**src/rtl/scpu_hazard_pkg.sv**
```systemverilog
`default_nettype none
// ============================================================================
//  Module      : scpu_hazard_pkg
//  Description : Shared types and constants for the SCPU hazard sequencer.
//  Revision    : 1.0 - initial release
// ============================================================================
package scpu_hazard_pkg;

    // Hazard sequencer states; encoding 3 is never entered and recovers to RUN
    typedef enum logic [1:0] {
        ST_RUN      = 2'd0,
        ST_FLUSH    = 2'd1,
        ST_LU_STALL = 2'd2,
        ST_RSVD     = 2'd3
    } hz_state_e;

    // Canonical NOP (addi x0, x0, 0) substituted into ID when killed
    localparam logic [31:0] NOP_INST = 32'h0000_0013;

    // Hard-wired zero register; writes to it never create a dependency
    localparam logic [4:0]  REG_X0   = 5'd0;

endpackage : scpu_hazard_pkg
`default_nettype wire

```
**src/rtl/hazard_event_counter.sv**
```systemverilog
`default_nettype none
// ============================================================================
//  Module      : hazard_event_counter
//  Description : Free-running event counter, wraps modulo 2^CNT_W.
//  Revision    : 1.0 - initial release
// ============================================================================
module hazard_event_counter #(
    parameter int CNT_W = 32
) (
    input  logic             clk,
    input  logic             rst,
    input  logic             en,
    input  logic             clear,
    output logic [CNT_W-1:0] count
);

    logic [CNT_W-1:0] count_q;
    logic [CNT_W-1:0] count_d;

    // Next count: clear has priority, otherwise increment with natural wrap
    always_comb begin
        count_d = count_q;
        if (clear) begin
            count_d = '0;
        end else if (en) begin
            count_d = count_q + CNT_W'(1);
        end
    end

    // Count register
    always_ff @(posedge clk or posedge rst) begin
        if (rst) begin
            count_q <= '0;
        end else begin
            count_q <= count_d;
        end
    end

    assign count = count_q;

endmodule : hazard_event_counter
`default_nettype wire

```
**src/rtl/pipeline_hazard_ctrl.sv**
```systemverilog
`default_nettype none
// ============================================================================
//  Module      : pipeline_hazard_ctrl
//  Description : SCPU hazard sequencer - control-flow flush shadow, load-use
//                interlock and external stall freeze, with event counters.
//  Revision    : 1.0 - initial release
// ============================================================================
module pipeline_hazard_ctrl
    import scpu_hazard_pkg::*;
#(
    parameter int FLUSH_CYCLES = 2,
    parameter int LU_CYCLES    = 1,
    parameter int CNT_W        = 32
) (
    input  logic             clk,
    input  logic             rst,
    input  logic             ext_stall,
    input  logic             ex_branch_taken,
    input  logic             ex_mem_read,
    input  logic [4:0]       ex_rd,
    input  logic [4:0]       id_rs1,
    input  logic [4:0]       id_rs2,
    input  logic             id_use_rs1,
    input  logic             id_use_rs2,
    output logic             id_kill,
    output logic             pc_hold,
    output logic             ifid_hold,
    output logic             idex_bubble,
    output logic [1:0]       hz_state,
    output logic [CNT_W-1:0] flush_cnt,
    output logic [CNT_W-1:0] stall_cnt
);

    // Reload values: the accepting cycle itself is the first kill/stall cycle
    localparam logic [2:0] SHADOW_LOAD = 3'(FLUSH_CYCLES - 1);
    localparam logic [1:0] LU_LOAD     = 2'(LU_CYCLES - 1);
    localparam hz_state_e  BR_NEXT     = (FLUSH_CYCLES > 1) ? ST_FLUSH    : ST_RUN;
    localparam hz_state_e  LU_NEXT     = (LU_CYCLES > 1)    ? ST_LU_STALL : ST_RUN;

    hz_state_e  state_q, state_d;
    logic [2:0] shadow_q, shadow_d;
    logic [1:0] lu_q, lu_d;
    logic       lu_hit;
    logic       flush_inc;
    logic       stall_inc;

    assign lu_hit = ex_mem_read && (ex_rd != REG_X0) &&
                    ((id_use_rs1 && (ex_rd == id_rs1)) ||
                     (id_use_rs2 && (ex_rd == id_rs2)));

    // Next-state and zero-latency hold/kill decode; priority rst > ext_stall > branch > load-use
    always_comb begin
        state_d     = state_q;
        shadow_d    = shadow_q;
        lu_d        = lu_q;
        id_kill     = 1'b0;
        pc_hold     = 1'b0;
        ifid_hold   = 1'b0;
        idex_bubble = 1'b0;
        flush_inc   = 1'b0;
        stall_inc   = 1'b0;

        if (rst) begin
            // outputs forced low while reset is asserted
        end else if (ext_stall) begin
            pc_hold   = 1'b1;
            ifid_hold = 1'b1;
            id_kill   = (state_q == ST_FLUSH);
        end else if (state_q == ST_RSVD) begin
            state_d = ST_RUN;
        end else if (ex_branch_taken) begin
            id_kill   = 1'b1;
            shadow_d  = SHADOW_LOAD;
            flush_inc = 1'b1;
            state_d   = BR_NEXT;
        end else begin
            case (state_q)
                ST_FLUSH: begin
                    id_kill  = 1'b1;
                    shadow_d = shadow_q - 3'd1;
                    if (shadow_q == 3'd1) begin
                        state_d = ST_RUN;
                    end
                end
                ST_LU_STALL: begin
                    pc_hold     = 1'b1;
                    ifid_hold   = 1'b1;
                    idex_bubble = 1'b1;
                    stall_inc   = 1'b1;
                    lu_d        = lu_q - 2'd1;
                    if (lu_q == 2'd1) begin
                        state_d = ST_RUN;
                    end
                end
                default: begin
                    if (lu_hit) begin
                        pc_hold     = 1'b1;
                        ifid_hold   = 1'b1;
                        idex_bubble = 1'b1;
                        stall_inc   = 1'b1;
                        lu_d        = LU_LOAD;
                        state_d     = LU_NEXT;
                    end
                end
            endcase
        end
    end

    // State and shadow/stall down-counters
    always_ff @(posedge clk or posedge rst) begin
        if (rst) begin
            state_q  <= ST_RUN;
            shadow_q <= 3'd0;
            lu_q     <= 2'd0;
        end else begin
            state_q  <= state_d;
            shadow_q <= shadow_d;
            lu_q     <= lu_d;
        end
    end

    assign hz_state = state_q;

    hazard_event_counter #(.CNT_W(CNT_W)) u_flush_cnt (
        .clk   (clk),
        .rst   (rst),
        .en    (flush_inc),
        .clear (1'b0),
        .count (flush_cnt)
    );

    hazard_event_counter #(.CNT_W(CNT_W)) u_stall_cnt (
        .clk   (clk),
        .rst   (rst),
        .en    (stall_inc),
        .clear (1'b0),
        .count (stall_cnt)
    );

endmodule : pipeline_hazard_ctrl
`default_nettype wire

```
**config.mk**
```make
export PLATFORM = sky130hd
export DESIGN_NAME = pipeline_hazard_ctrl
export DESIGN_NICKNAME = d
export VERILOG_FILES = /design/src/rtl/scpu_hazard_pkg.sv /design/src/rtl/hazard_event_counter.sv /design/src/rtl/pipeline_hazard_ctrl.sv
export SDC_FILE = /design/constraint.sdc
export NUM_CORES = 1
export LEC_CHECK = 0
export BUFFER_PORTS_ARGS = -buffer_cell sky130_fd_sc_hd__buf_2
export CAP_MARGIN = 20
export CORE_MARGIN = 1
export CORE_UTILIZATION = 45
export DETAILED_ROUTE_END_ITERATION = 6
export HOLD_SLACK_MARGIN = 0.05
export PLACE_DENSITY = 0.69
export SYNTH_ARGS = -nofsm -noshare
export SYNTH_HDL_FRONTEND = slang
export SYNTH_SLANG_ARGS = --single-unit
```
**constraint.sdc**
```tcl
create_clock -name clk -period 2.7 [get_ports clk]
set_input_delay 0.135 -clock clk [delete_from_list [all_inputs] [get_ports clk]]
set_output_delay 0.135 -clock clk [all_outputs]
set_load 0.05 [all_outputs]
```
## Yosys cells after proc, flatten, opt, wreduce, memory -nomap -nowiden

Cells that the tools add are included.

| word-level totals | value |
|---|---|
| register bits after elaboration | 71 |
| input port bits | 22 |
| logic and storage cells | 61 |

| operators by class | value |
|---|---|
| add/subtract/negate cells | 4 |
| bitwise gates (word level) | 5 |
| multiplexer cells | 26 |
| equality and inequality tests | 9 |
| reductions and logical operators | 12 |

Operators by type and width:

| cell | count |
|---|---|
| 32-bit by 1-bit adder with 32-bit output, second input constant | 2 |
| 1-bit two-way mux | 16 |
| 5-bit == test | 2 |
| 2-bit two-way mux | 5 |
| 5-bit nonzero test | 2 |
| 2-bit case mux with 2 select lines | 2 |
| 3-bit two-way mux | 2 |
| 6-bit AND reduction | 1 |
| 1-bit NOT | 5 |
| 5-bit AND reduction | 1 |
| 2-bit by 1-bit == test with 1-bit output, second input constant | 2 |
| 2-bit == test, second input constant | 2 |
| 1-bit logical AND | 4 |
| 4-bit by 2-bit != test with 1-bit output, second input constant | 1 |
| 4-bit != test, second input constant | 1 |
| 4-bit AND reduction | 1 |
| 2-bit nonzero test | 2 |
| 3-bit by 1-bit == test with 1-bit output, second input constant | 1 |
| 3-bit by 1-bit subtractor with 3-bit output, second input constant | 1 |
| 1-bit case mux with 2 select lines | 1 |
| 2-bit by 1-bit subtractor with 2-bit output, second input constant | 1 |
| 1-bit logical OR | 1 |

## Depth between registers and ports, before layout

Gate-level depths: netlist of the first run.

| depth | value |
|---|---|
| word-level depth | 10 |
| gate-level depth with buffers | 7 |
| gate-level depth less buffers | 5 |

## Hierarchy

A second synthesis of the first run with hierarchy kept.

| unflattened totals | value |
|---|---|
| cells, all modules | 417 |
| area, all modules | 3927.5 um^2 |

Modules (own cells, without submodules):

| module | instances | area an instance (um^2) | cells each |
|---|---|---|---|
| hazard_event_counter | 2 | 1749.2 | 184 |
| pipeline_hazard_ctrl | 1 | 429.2 | 49 |

## Worst setup path after synthesis of the first run

OpenSTA, ideal clock, no wires.

| timing | value |
|---|---|
| kind | in2reg |
| from | input port rst |
| to | register u_stall_cnt.count_q[18] (netlist: u_stall_cnt.count[18]) |
| buffers on the path | 1 |
| setup time | 0.141 ns |
| arrival time | 2.564 ns |
| slack | -0.006 ns |
| stages | 6 |
| cells stage by stage | inv_1 -> nand2_1 -> nor2_1 -> clkbuf_1 -> nand4_1 -> xnor2_1 |

| between the ends | value |
|---|---|
| longest elaborated chain between the ends | 1 |

RTL lines:

| item | RTL line | RTL |
|---|---|---|
| start: declaration | pipeline_hazard_ctrl.sv:16 | `input logic rst,` |
| 1-bit two-way mux | pipeline_hazard_ctrl.sv:63 | `if (rst) begin` |
| end signal: assignment | hazard_event_counter.sv:35 | `count_q <= count_d;` |
| end: declaration | hazard_event_counter.sv:17 | `logic [CNT_W-1:0] count_q;` |

Every way passes these cells.
A chain may end at the register's enable or synchronous reset.

## Final worst setup path of the first run

| timing | value |
|---|---|
| from | register state_q[0] (netlist: hz_state[0]) |
| to | output port idex_bubble |

| between the ends | value |
|---|---|
| longest elaborated chain between the ends | 6 |

RTL lines:

| item | RTL line | RTL |
|---|---|---|
| start: declaration | pipeline_hazard_ctrl.sv:40 | `hz_state_e state_q, state_d;` |
| start signal: assignment | pipeline_hazard_ctrl.sv:116 | `state_q <= state_d;` |
| 2-bit == test or 2-bit by 1-bit == test with 1-bit output (tied branches) | pipeline_hazard_ctrl.sv:77 | `case (state_q)` |
| 1-bit case mux with 2 select lines | pipeline_hazard_ctrl.sv:77 |  |
| 1-bit two-way mux | pipeline_hazard_ctrl.sv:71 | `end else if (ex_branch_taken) begin` |
| 1-bit two-way mux * | pipeline_hazard_ctrl.sv:69 | `end else if (state_q == ST_RSVD) begin` |
| 1-bit two-way mux * | pipeline_hazard_ctrl.sv:65 | `end else if (ext_stall) begin` |
| 1-bit two-way mux * | pipeline_hazard_ctrl.sv:63 |  |
| end: declaration | pipeline_hazard_ctrl.sv:28 | `output logic idex_bubble,` |

Mark *: on every way between the ends. The rest lies on a longest branch, timed or not.

==> results of run 1 <==
stage by stage:
step / hold WS [ps] / area, sq um / power, mW / setup slack [ps]
after floorplan: 243.9 / 3451 / 1.519 / 144.1
after global placement: 429.2 / 4003 / 1.637 / 621.5
after detailed placement: 461.2 / 4003 / 1.650 / 579.1
after CTS: 77.43 / 4273 / 2.789 / 193.5
after global routing: 106.6 / 4275 / 2.875 / 213.3
final: 101.9 / 4275 / 2.752 / 428.7
cells in the mapped netlist (all sizes together):
| master | n |
|---|---|
| nand4 | 20 |
| conb | 1 |
| and2 | 4 |
| or4 | 2 |
| nor4 | 3 |
| and4 | 11 |
| nand3 | 32 |
| nand3b | 2 |
| nor3 | 4 |
| nand4bb | 1 |
| mux2 | 2 |
| o21a | 1 |
| o21ai | 5 |
| o22ai | 1 |
| xnor2 | 61 |
| nand2 | 28 |
| ha | 4 |
| buf | 3 |
| clkbuf | 6 |
| xor2 | 11 |
| a21o | 1 |
| nor2 | 13 |
| and3 | 12 |
| a21oi | 2 |
| nor4b | 3 |
| nor3b | 3 |
| nand4b | 1 |
| dfrtp | 68 |
| inv | 6 |
| or3 | 1 |
| mux2i | 1 |
logic make-up (layout without fill, tap and decap cells):
| kind of cell | count (synthesis) | count (layout) | share of synthesized area, % |
|---|---|---|---|
| fa+ha+maj | 4 | 4 | 1.452 |
| buf+inv | 15 | 116 | 2.178 |
| flops | 68 | 68 | 49.36 |
| xor+xnor | 72 | 72 | 18.29 |
| other cells | 1 | 1 | 0.1088 |
| simple gates | 140 | 140 | 25.52 |
| compound gates | 10 | 10 | 2.142 |
| mux | 3 | 3 | 0.9437 |
final cells by class:
type                       instances  area, sq um
tap                               99        123.9
sequential                        68         1702
fill                             611         3055
multi-input combinational        230         1673
clock inverter                     7        146.4
clock buffer                       9        123.9
inverter                           6        26.28
timing repair buffer              94        480.5
sequential cells by signal, indices dropped and copies added, names as in the netlist:
register,count
u_flush_cnt.count,32
hz_state,1
shadow_q,3
u_stall_cnt.count,32
metal layers:
metal  up-vias  part of all wire [%]
li1       1288                     -
met1      1260                    50
met2        89                    44
met3         4                   5.3
met4         0                  0.96
met5         -                     0
power by group through the flow:
stage,clock network (mW),logic [mW],registers [mW]
3_3_place_gp,0,0.454,1.18
4_1_cts,1.16,0.463,1.17
3_5_place_dp,0,0.461,1.19
2_1_floorplan,0,0.195,1.32
5_1_grt,1.20,0.492,1.18
6_report,1.13,0.458,1.17
what timing repair did:
action / in CTS / in global routing
gates resized for setup: 0 / 1
endpoints found under the hold margin: 0 / 0
setup endpoints to repair: 0 / 1
worst max-delay path by stage:
stage | endpoint | slack (ps) | startpoint | cells after the start
2_1_floorplan | pc_hold | 140 | hz_state[0] | 6
3_3_place_gp | idex_bubble | 620 | hz_state[0] | 6
3_5_place_dp | idex_bubble | 580 | hz_state[0] | 6
4_1_cts | idex_bubble | 190 | hz_state[0] | 6
5_1_grt | idex_bubble | 210 | hz_state[0] | 6
6_report | idex_bubble | 430 | hz_state[0] | 6
==> out/metrics.csv, run 1 <==
metric,value,unit
port bufs,90,
crit-path max FO,11,
Fin. Hold Viols,0,
WL/cell,14.01,um
RSZ-0062 raised after global routing,no,
Final Non-Filler Cells,513,
"slowest stage cell, crit path",dfrtp_1,
post-layout min period,2271,ps
Final Cycle Share,84.12,%
hold endpoint,shadow_q[2],
CTS buffer count,9,
met1 Usage GRT,27.10,%
crit path buf inv count,2,
DRT Wirelength,7185,um
worst setup skew after layout,10.25,ps
dpl cells,497,
CP top delay family,simple AND/OR/NAND/NOR gates,
peak supply drop,309.5,uV
routing usage on met2,28.31,%
number of synthesis warnings,0,
Skew-Pair Late Insertion Delay,340,ps
"Seq/Total Area, Yosys",49.36,%
top post-synthesis cells by area,"dfrtp_1 49%, xnor2_1 15%, nand3_1 4.6%, nand4_1 3.3%, nand2_1 3.0%",
crit-path cells,nor3b_2 -> o21ai_4 -> nor2_2 -> nand2_1 -> inv_1 -> buf_2,
Iter 0 DRT Violations,120,
status,"complete, no violations",
Area Overhead vs Synth,24.03,%
"Most Used Layer, Global Route",met2,
first-pass GRT wire length,11620,um
Critical R2R Capture,u_stall_cnt.count[31],
PD cells,643.7,mW/mm^2
WHS Path Cells,2,
placed wire-length estimate,5213,um
Final #Nets,435,
class of the worst hold path,input pin to flip-flop,
Max stage delay on crit path,450,ps
Clock Tree Root,clkbuf_8,
"area leader, netlist",dfrtp_1,
routed via count,2641,
die width,89.52,um
met3 track demand over resource,4.986,%
Synth top area share,49.36,%
clock slew at the register clock pins of the worst setup and hold paths,80,ps
vias in the first global route,2442,
CORE AREA,0.007331,sq mm
GPL Wtd Cong,0.8066,
Startpoint Class,flip-flop,
CTS tree,built,
"reg-to-reg slack, setup",610,ps
Initial Utilization,47.02,%
HP Start,ex_branch_taken,
net switching power,0.8180,mW
Die Y,89.52,um
gr usage total,19.39,%
FF-to-FF Start,u_stall_cnt.count[9],
Pleak,2.108,nW
"commonest non-fill, non-tap cells in the layout","90 x buf_2, 68 x dfrtp_1, 61 x xnor2_1",
Max Clk Rate,440.3,MHz
Setup Buffers After CTS,0,
Synth Register Bits,68,
WP data required,2570,ps
Final TNS setup,0,ps
Final setup viols,0,
initial antenna violation count,0,
First-pass DRT Iterations,4,
sequential share of power,42.5,%
Post-Syn Nets,339,
Crit Path Category,flip-flop to primary output,
Post-Route Utilization,58.32,%
I/O pins,92,
DRC,0,
num rows,31,
max_slew headroom,42.58,%
die area,0.008014,sq mm
# Max-Cap Violations,0,
"Avg Cell Area, Syn",11.01,sq um
Mapped Area,0.003447,sq mm
Netlist cell types,40,
hold_buf cts,0,
Register-to-Register Path Depth,5,
final antenna-violating net count,0,
Worst Tran Pin Value,861.3,ps
CP endpoint kind,primary output,
# diodes,0,
share of cells above drive strength 1,32.37,%
grt total ovfl,0,
WP data arrival,2140,ps
internal cell power,1.934,mW
clock buffer depth,2,
Sw Share,29.73,%
htree depth,3,
Logic pwr share,16.6,%
pin count of the biggest net entering global routing,69,
"commonest non-fill, non-tap cell in the layout",buf_2,
drt via density,5.148,
Max Slew Vio Count,0,
Synth Instances,313,
clock sink total,68,
clock power share,40.9,%
No activity file was read; power rests on OpenSTA's default activity.
==> inputs of run 2 (changes only) <==
--- a/config.mk
+++ b/config.mk
@@ -5,13 +5,14 @@
 export SDC_FILE = /design/constraint.sdc
 export NUM_CORES = 1
 export LEC_CHECK = 0
+export ABC_AREA = 1
 export BUFFER_PORTS_ARGS = -buffer_cell sky130_fd_sc_hd__buf_2
 export CAP_MARGIN = 20
 export CORE_MARGIN = 1
 export CORE_UTILIZATION = 45
 export DETAILED_ROUTE_END_ITERATION = 6
 export HOLD_SLACK_MARGIN = 0.05
-export PLACE_DENSITY = 0.69
+export PLACE_DENSITY = 0.67
 export SYNTH_ARGS = -nofsm -noshare
 export SYNTH_HDL_FRONTEND = slang
 export SYNTH_SLANG_ARGS = --single-unit
==> constraint.sdc (replaced) <==
create_clock -name clk -period 2.3 [get_ports clk]
set_input_delay 0.115 -clock clk [delete_from_list [all_inputs] [get_ports clk]]
set_output_delay 0.115 -clock clk [all_outputs]
set_load 0.05 [all_outputs]
==> run 2 against run 1 <==
  * The run now ends with design-rule violations left
  * Critical endpoint unchanged
  * Global-route usage is 1.8 points higher
  * Non-clock buffer count decreased by 1
  * Largest power group unchanged
  * Utilization down 2.2 points
  * Sequential power is 23% higher
  * Power rose by 27%
  * Clock power about the same
  * Largest cell class is now multi-input combinational cells
  * Critical path depth grew 2
  * Die area grew 20%
  * Register-to-register slack got worse by 160 ps
  * Synthesized cell count grew 86%
==> out/metrics.csv, run 2 <==
metric,value,unit
CTS tree,built,
Max Slew Vio Count,0,
DRT Wirelength,9980,um
placed wire-length estimate,7357,um
Die Y,98.14,um
Final Cycle Share,90.44,%
Final #Nets,707,
Pleak,2.599,nW
"Avg Cell Area, Syn",7.134,sq um
commonest cells in the netlist,"179 x nand2_1, 95 x inv_1, 68 x dfrtp_1",
Synth Instances,583,
Crit. path cell count,8,
"slowest stage cell, crit path",dlygate4sd3_1,
number of synthesized flops with an enable pin,0,
worst setup skew after layout,13.64,ps
Mapped Area,0.004159,sq mm
I/O pins,92,
"reg-to-reg slack, setup",450,ps
Area Overhead vs Synth,19.49,%
number of synthesis warnings,0,
# Max-Cap Violations,0,
initial antenna violation count,0,
WL/cell,12.57,um
WP data required,2180,ps
port bufs,90,
CP top delay family,buffers and inverters,
"commonest non-fill, non-tap cell in the layout",nand2_1,
crit path buf inv count,5,
crit-path cells,dlygate4sd3_1 -> buf_2 -> nor2_2 -> nand3_1 -> inv_1 -> nand3_4 -> inv_1 -> clkbuf_4,
Initial Utilization,47.00,%
peak supply drop,619.3,uV
Synth Flop Type,dfrtp_1,
Crit path top cell by count,inv_1,
failing checks,design-rule violations,
routed via count,3966,
DRC,5,
Worst Tran Pin Value,863.1,ps
asr flop ratio synth,100.0,%
Iter 0 DRT Violations,126,
gr usage total,21.23,%
Synth top area share,40.91,%
Max stage delay on crit path,540,ps
share of cells above drive strength 1,19.39,%
max_slew headroom,42.46,%
vias in the first global route,3741,
Skew-Pair Late Insertion Delay,340,ps
PD cells,704.1,mW/mm^2
CP endpoint kind,primary output,
First-pass DRT Iterations,7,
num rows,34,
"area leader, netlist",dfrtp_1,
top post-synthesis cells by area,"dfrtp_1 41%, nand2_1 16%, inv_1 8.6%, nand3_1 5.3%, nor2_1 5.1%",
final antenna-violating net count,0,
die width,98.14,um
WP data arrival,1970,ps
die area,0.009630,sq mm
Post-Syn Nets,609,
"commonest non-fill, non-tap cells in the layout","179 x nand2_1, 94 x inv_1, 89 x buf_2",
post-layout min period,2080,ps
"Worst Setup Slack, final",219.8,ps
grt total ovfl,0,
status,"finished, violations left",
GPL Wtd Cong,0.8570,
# diodes,0,
Fin. Hold Viols,0,
first-pass GRT wire length,16590,um
Max Clk Rate,480.7,MHz
most frequent cell after synthesis,nand2_1,
RSZ-0062 raised after global routing,no,
Synth Register Bits,68,
Register-to-Register Path Depth,11,
clock sink total,68,
Final setup viols,0,
Clock Tree Root,clkbuf_8,
pin count of the biggest net entering global routing,69,
"Seq/Total Area, Yosys",40.91,%
clock slew at the register clock pins of the worst setup and hold paths,80,ps
Final TNS setup,0,ps
drt via density,4.995,
htree depth,3,
CTS buffer count,9,
Startpoint Class,input pin,
CORE AREA,0.008848,sq mm
Netlist cell types,30,
Crit Path Category,input pin to primary output,
post-place setup slack,451.6,ps
crit-path max FO,14,
class of the worst hold path,input pin to asynchronous set/reset pin,
clock buffer depth,2,
-- run 2: cell types whose count changed after synthesis, moves of 16 or more --
cell	before	now
nor2_1	13	56
inv_1	6	95
o21ai_0	4	20
nor3_1	4	24
nand2_1	28	179
xnor2_1	61	9
-- run 2: layer usage --
metal / GRT usage [%] / vias up / part of all wire, %
met3: 4.868 / 14 / 4.6
li1: - / 2006 / -
met1: 25.51 / 1845 / 45
met5: 0 / - / 0
met4: 6.774 / 0 / 1.8
met2: 37.59 / 101 / 48
-- run 2: through the flow --
stage / cell area [sq um] / power (mW) / std cells / utilization (%) / hold WS [ps]
floorplan: 4159 / 2.159 / 583 / - / 210.8
CTS: 4955 / 3.529 / 793 / 56.00 / 112.4
finish: 4970 / 3.499 / 794 / 56.17 / 87.40
detailed placement: 4720 / 2.402 / 776 / 53.34 / 393.3
global route: 4970 / 3.669 / 794 / 56.17 / 171.2
global placement: 4720 / 2.379 / 776 / 53.34 / 391.1
-- run 2: area by class of cell --
cell class | instances | area (sq um)
clock buffer | 10 | 137.6
clock inverter | 6 | 87.58
fill | 850 | 3879
inverter | 96 | 360.3
multi-input combinational | 413 | 2069
sequential | 68 | 1702
tap | 108 | 135.1
timing repair buffer | 93 | 478.0
-- run 2: final timing paths --
check                                       from               endpoint
max                              ex_branch_taken            idex_bubble
min                                          rst  u_stall_cnt.count[15]
max reg2reg                 u_stall_cnt.count[0]  u_stall_cnt.count[30]
min reg2reg                u_flush_cnt.count[30]  u_flush_cnt.count[30]
max in group asynchronous                    rst  u_flush_cnt.count[19]
min in group clk                       ext_stall   u_stall_cnt.count[3]
-- run 2: kinds of logic (layout without fill, tap and decap cells) --
family	count (synthesis)	count (layout)	synth area share [%]
buffers and inverters	103	205	9.627
xor gates and xnor gates	28	28	5.897
other	1	1	0.09017
AOI/OAI and AO/OA	37	37	5.355
and+or+nand+nor	342	343	36.91
DFF	68	68	40.91
adders and majority gates	4	4	1.203
-- run 2: what timing repair did --
item	in CTS	in global routing
hold buffers	1	0
endpoints found under the setup margin	0	1
buffers inserted	0	0
gates resized for setup	0	2
hold endpoints to repair	1	0
-- run 2: power by group --
part           switching (mW)  internal [mW]
Combinational           0.720          0.219
Sequential              0.127           1.31
Clock                   0.483          0.638
Total                    1.33           2.17
-- run 2: tightest hold or removal path, cell delays in order --
cell and delay [ps]:
buf_2 130, inv_2 50, buf_4 680
==> inputs of run 3 (changes only) <==
--- a/config.mk
+++ b/config.mk
@@ -12,7 +12,8 @@
 export CORE_UTILIZATION = 45
 export DETAILED_ROUTE_END_ITERATION = 6
 export HOLD_SLACK_MARGIN = 0.05
-export PLACE_DENSITY = 0.67
+export PLACE_DENSITY_LB_ADDON = 0.15
+export SKIP_LAST_GASP = 1
 export SYNTH_ARGS = -nofsm -noshare
 export SYNTH_HDL_FRONTEND = slang
 export SYNTH_SLANG_ARGS = --single-unit
==> run 3 against run 2 <==
  * The flow still finishes with violations (design-rule violations)
  * Highest routed layer unchanged
  * Critical endpoint unchanged
  * Power grew 4.1%
  * Global-route usage is 0.36 points higher
  * Clock power increased by 13%
  * Sequential share of layout area fell by 0.22 points
  * Register-to-register slack got worse by 30 ps
==> out/metrics.csv, run 3 (same netlist as run 2, synthesis figures left out) <==
metric,value,unit
worst setup path start,ex_branch_taken,
port bufs,90,
"commonest non-fill, non-tap cell in the layout",nand2_1,
WL/cell,12.55,um
Max Slew Vio Count,0,
Sequential Area,0.001702,sq mm
met1 Usage GRT,27.34,%
Final Cycle Share,89.52,%
Initial Utilization,47.00,%
Crit Path Category,input pin to primary output,
crit path buf inv count,5,
Startpoint Class,input pin,
I/O pins,92,
Clock Tree Root,clkbuf_8,
CTS buffer count,9,
First-pass DRT Iterations,7,
sequential share of power,39.6,%
CP top delay family,buffers and inverters,
share of cells above drive strength 1,19.39,%
Multi-input gate area,0.002069,sq mm
routing usage on met2,37.65,%
internal cell power,2.316,mW
num rows,34,
Max stage delay on crit path,530,ps
Final #Nets,707,
Iter 0 DRT Violations,142,
met3 track demand over resource,3.579,%
gr usage total,21.59,%
grt total ovfl,0,
first-pass GRT wire length,16840,um
clock power share,34.8,%
post-layout min period,2059,ps
Final setup viols,0,
final antenna-violating net count,0,
clock buffer depth,2,
Setup Buffers After CTS,0,
crit-path max FO,14,
CTS tree,built,
vias in the first global route,3703,
routed via count,3925,
Die Y,98.14,um
"slowest stage cell, crit path",dlygate4sd3_1,
peak supply drop,467.9,uV
pin count of the biggest net entering global routing,69,
WP data required,2180,ps
Fillers,858,
Overall Power,3.643,mW
Skew-Pair Late Insertion Delay,350,ps
drt via density,4.943,
Max Clk Rate,485.7,MHz
PD cells,728.2,mW/mm^2
FF-to-FF Start,u_stall_cnt.count[0],
crit-path cells,dlygate4sd3_1 -> buf_2 -> nor2_2 -> nand3_1 -> inv_1 -> nand3_4 -> inv_1 -> clkbuf_4,
RSZ-0062 raised after global routing,no,
net switching power,1.327,mW
Logic pwr share,25.6,%
Pleak,2.620,nW
"Most Used Layer, Global Route",met2,
"commonest non-fill, non-tap cells in the layout","179 x nand2_1, 94 x inv_1, 89 x buf_2",
Fin. Hold Viols,0,
die area,0.009630,sq mm
class of the worst hold path,input pin to asynchronous set/reset pin,
GPL Wtd Cong,0.8886,
die width,98.14,um
placed wire-length estimate,7296,um
max_slew headroom,41.63,%
worst setup skew after layout,15.22,ps
Area Overhead vs Synth,20.28,%
Worst Tran Pin Value,875.5,ps
clock sink total,68,
DRC,6,
WP data arrival,1940,ps
# diodes,0,
Crit path top cell by count,inv_1,
htree depth,3,
Sw Share,36.43,%
failing checks,design-rule violations,
Final TNS setup,0,ps
clock slew at the register clock pins of the worst setup and hold paths,80,ps
DRT Wirelength,9965,um
# Max-Cap Violations,0,
CP endpoint kind,primary output,
initial antenna violation count,0,
CORE AREA,0.008848,sq mm
status,"finished, violations left",
==> run 3: changes by cell type in the layout (fill, tap and decap cells not counted), sizes merged <==
cell      delta
inv          +1
clkinvlp     -2
clkinv       -1
clkbuf       +1
bufinv       +1
==> run 3: through the flow <==
step,cell area [sq um],util [%],instances,setup slack [ps],hold slack (ps)
after floorplan,4159,-,583,42.52,210.8
after global placement,4720,53.34,776,551.3,400.2
after detailed placement,4720,53.34,776,453.9,398.8
after CTS,4987,56.36,793,73.34,110.3
after global routing,5002,56.53,794,76.85,162.6
final,5002,56.53,794,241.0,70.91
==> run 3: worst paths after layout <==
kind | slack [ps] | cells past startpoint | to
setup / recovery | 240 | 8 | idex_bubble
hold / removal | 70 | 3 | u_stall_cnt.count[18]
setup reg to reg | 420 | 11 | u_stall_cnt.count[30]
hold reg to reg | 500 | 2 | shadow_q[1]
max in group asynchronous | 1650 | 3 | u_stall_cnt.count[7]
min in group clk | 160 | 5 | hz_state[0]
==> run 3: metal layers <==
metal  vias up  share of wire (%)  wire [um]
met4         0               0.93         93
li1       2009                  -          -
met2        83                 49       4862
met1      1826                 47       4642
met3         7                3.7        366
met5         -                  0          0
==> run 3: area by class of cell <==
cell class | count | area share [%]
clock buffer | 11 | 3.027
clock inverter | 5 | 2.126
inverter | 96 | 7.204
multi-input combinational | 413 | 41.37
sequential | 68 | 34.02
tap | 108 | 2.701
timing repair buffer | 93 | 9.555
==> run 3: power groups by stage <==
stage / Clock (mW) / Combinational (mW) / Sequential (mW)
global placement: 0 / 0.920 / 1.46
floorplan: 0 / 0.378 / 1.78
finish: 1.27 / 0.932 / 1.44
detailed placement: 0 / 0.935 / 1.46
CTS: 1.30 / 0.937 / 1.44
global route: 1.35 / 1.01 / 1.46
==> run 3: timing repair <==
| item | CTS | global route |
|---|---|---|
| resized for setup | 0 | 2 |
| endpoints found under the setup margin | 0 | 1 |
| hold buffers | 1 | 0 |
| endpoints found under the hold margin | 1 | 0 |
==> run 3: worst min-delay path: stages <==
cell   delay, ps
buf_2        130
inv_2         60
buf_4        670
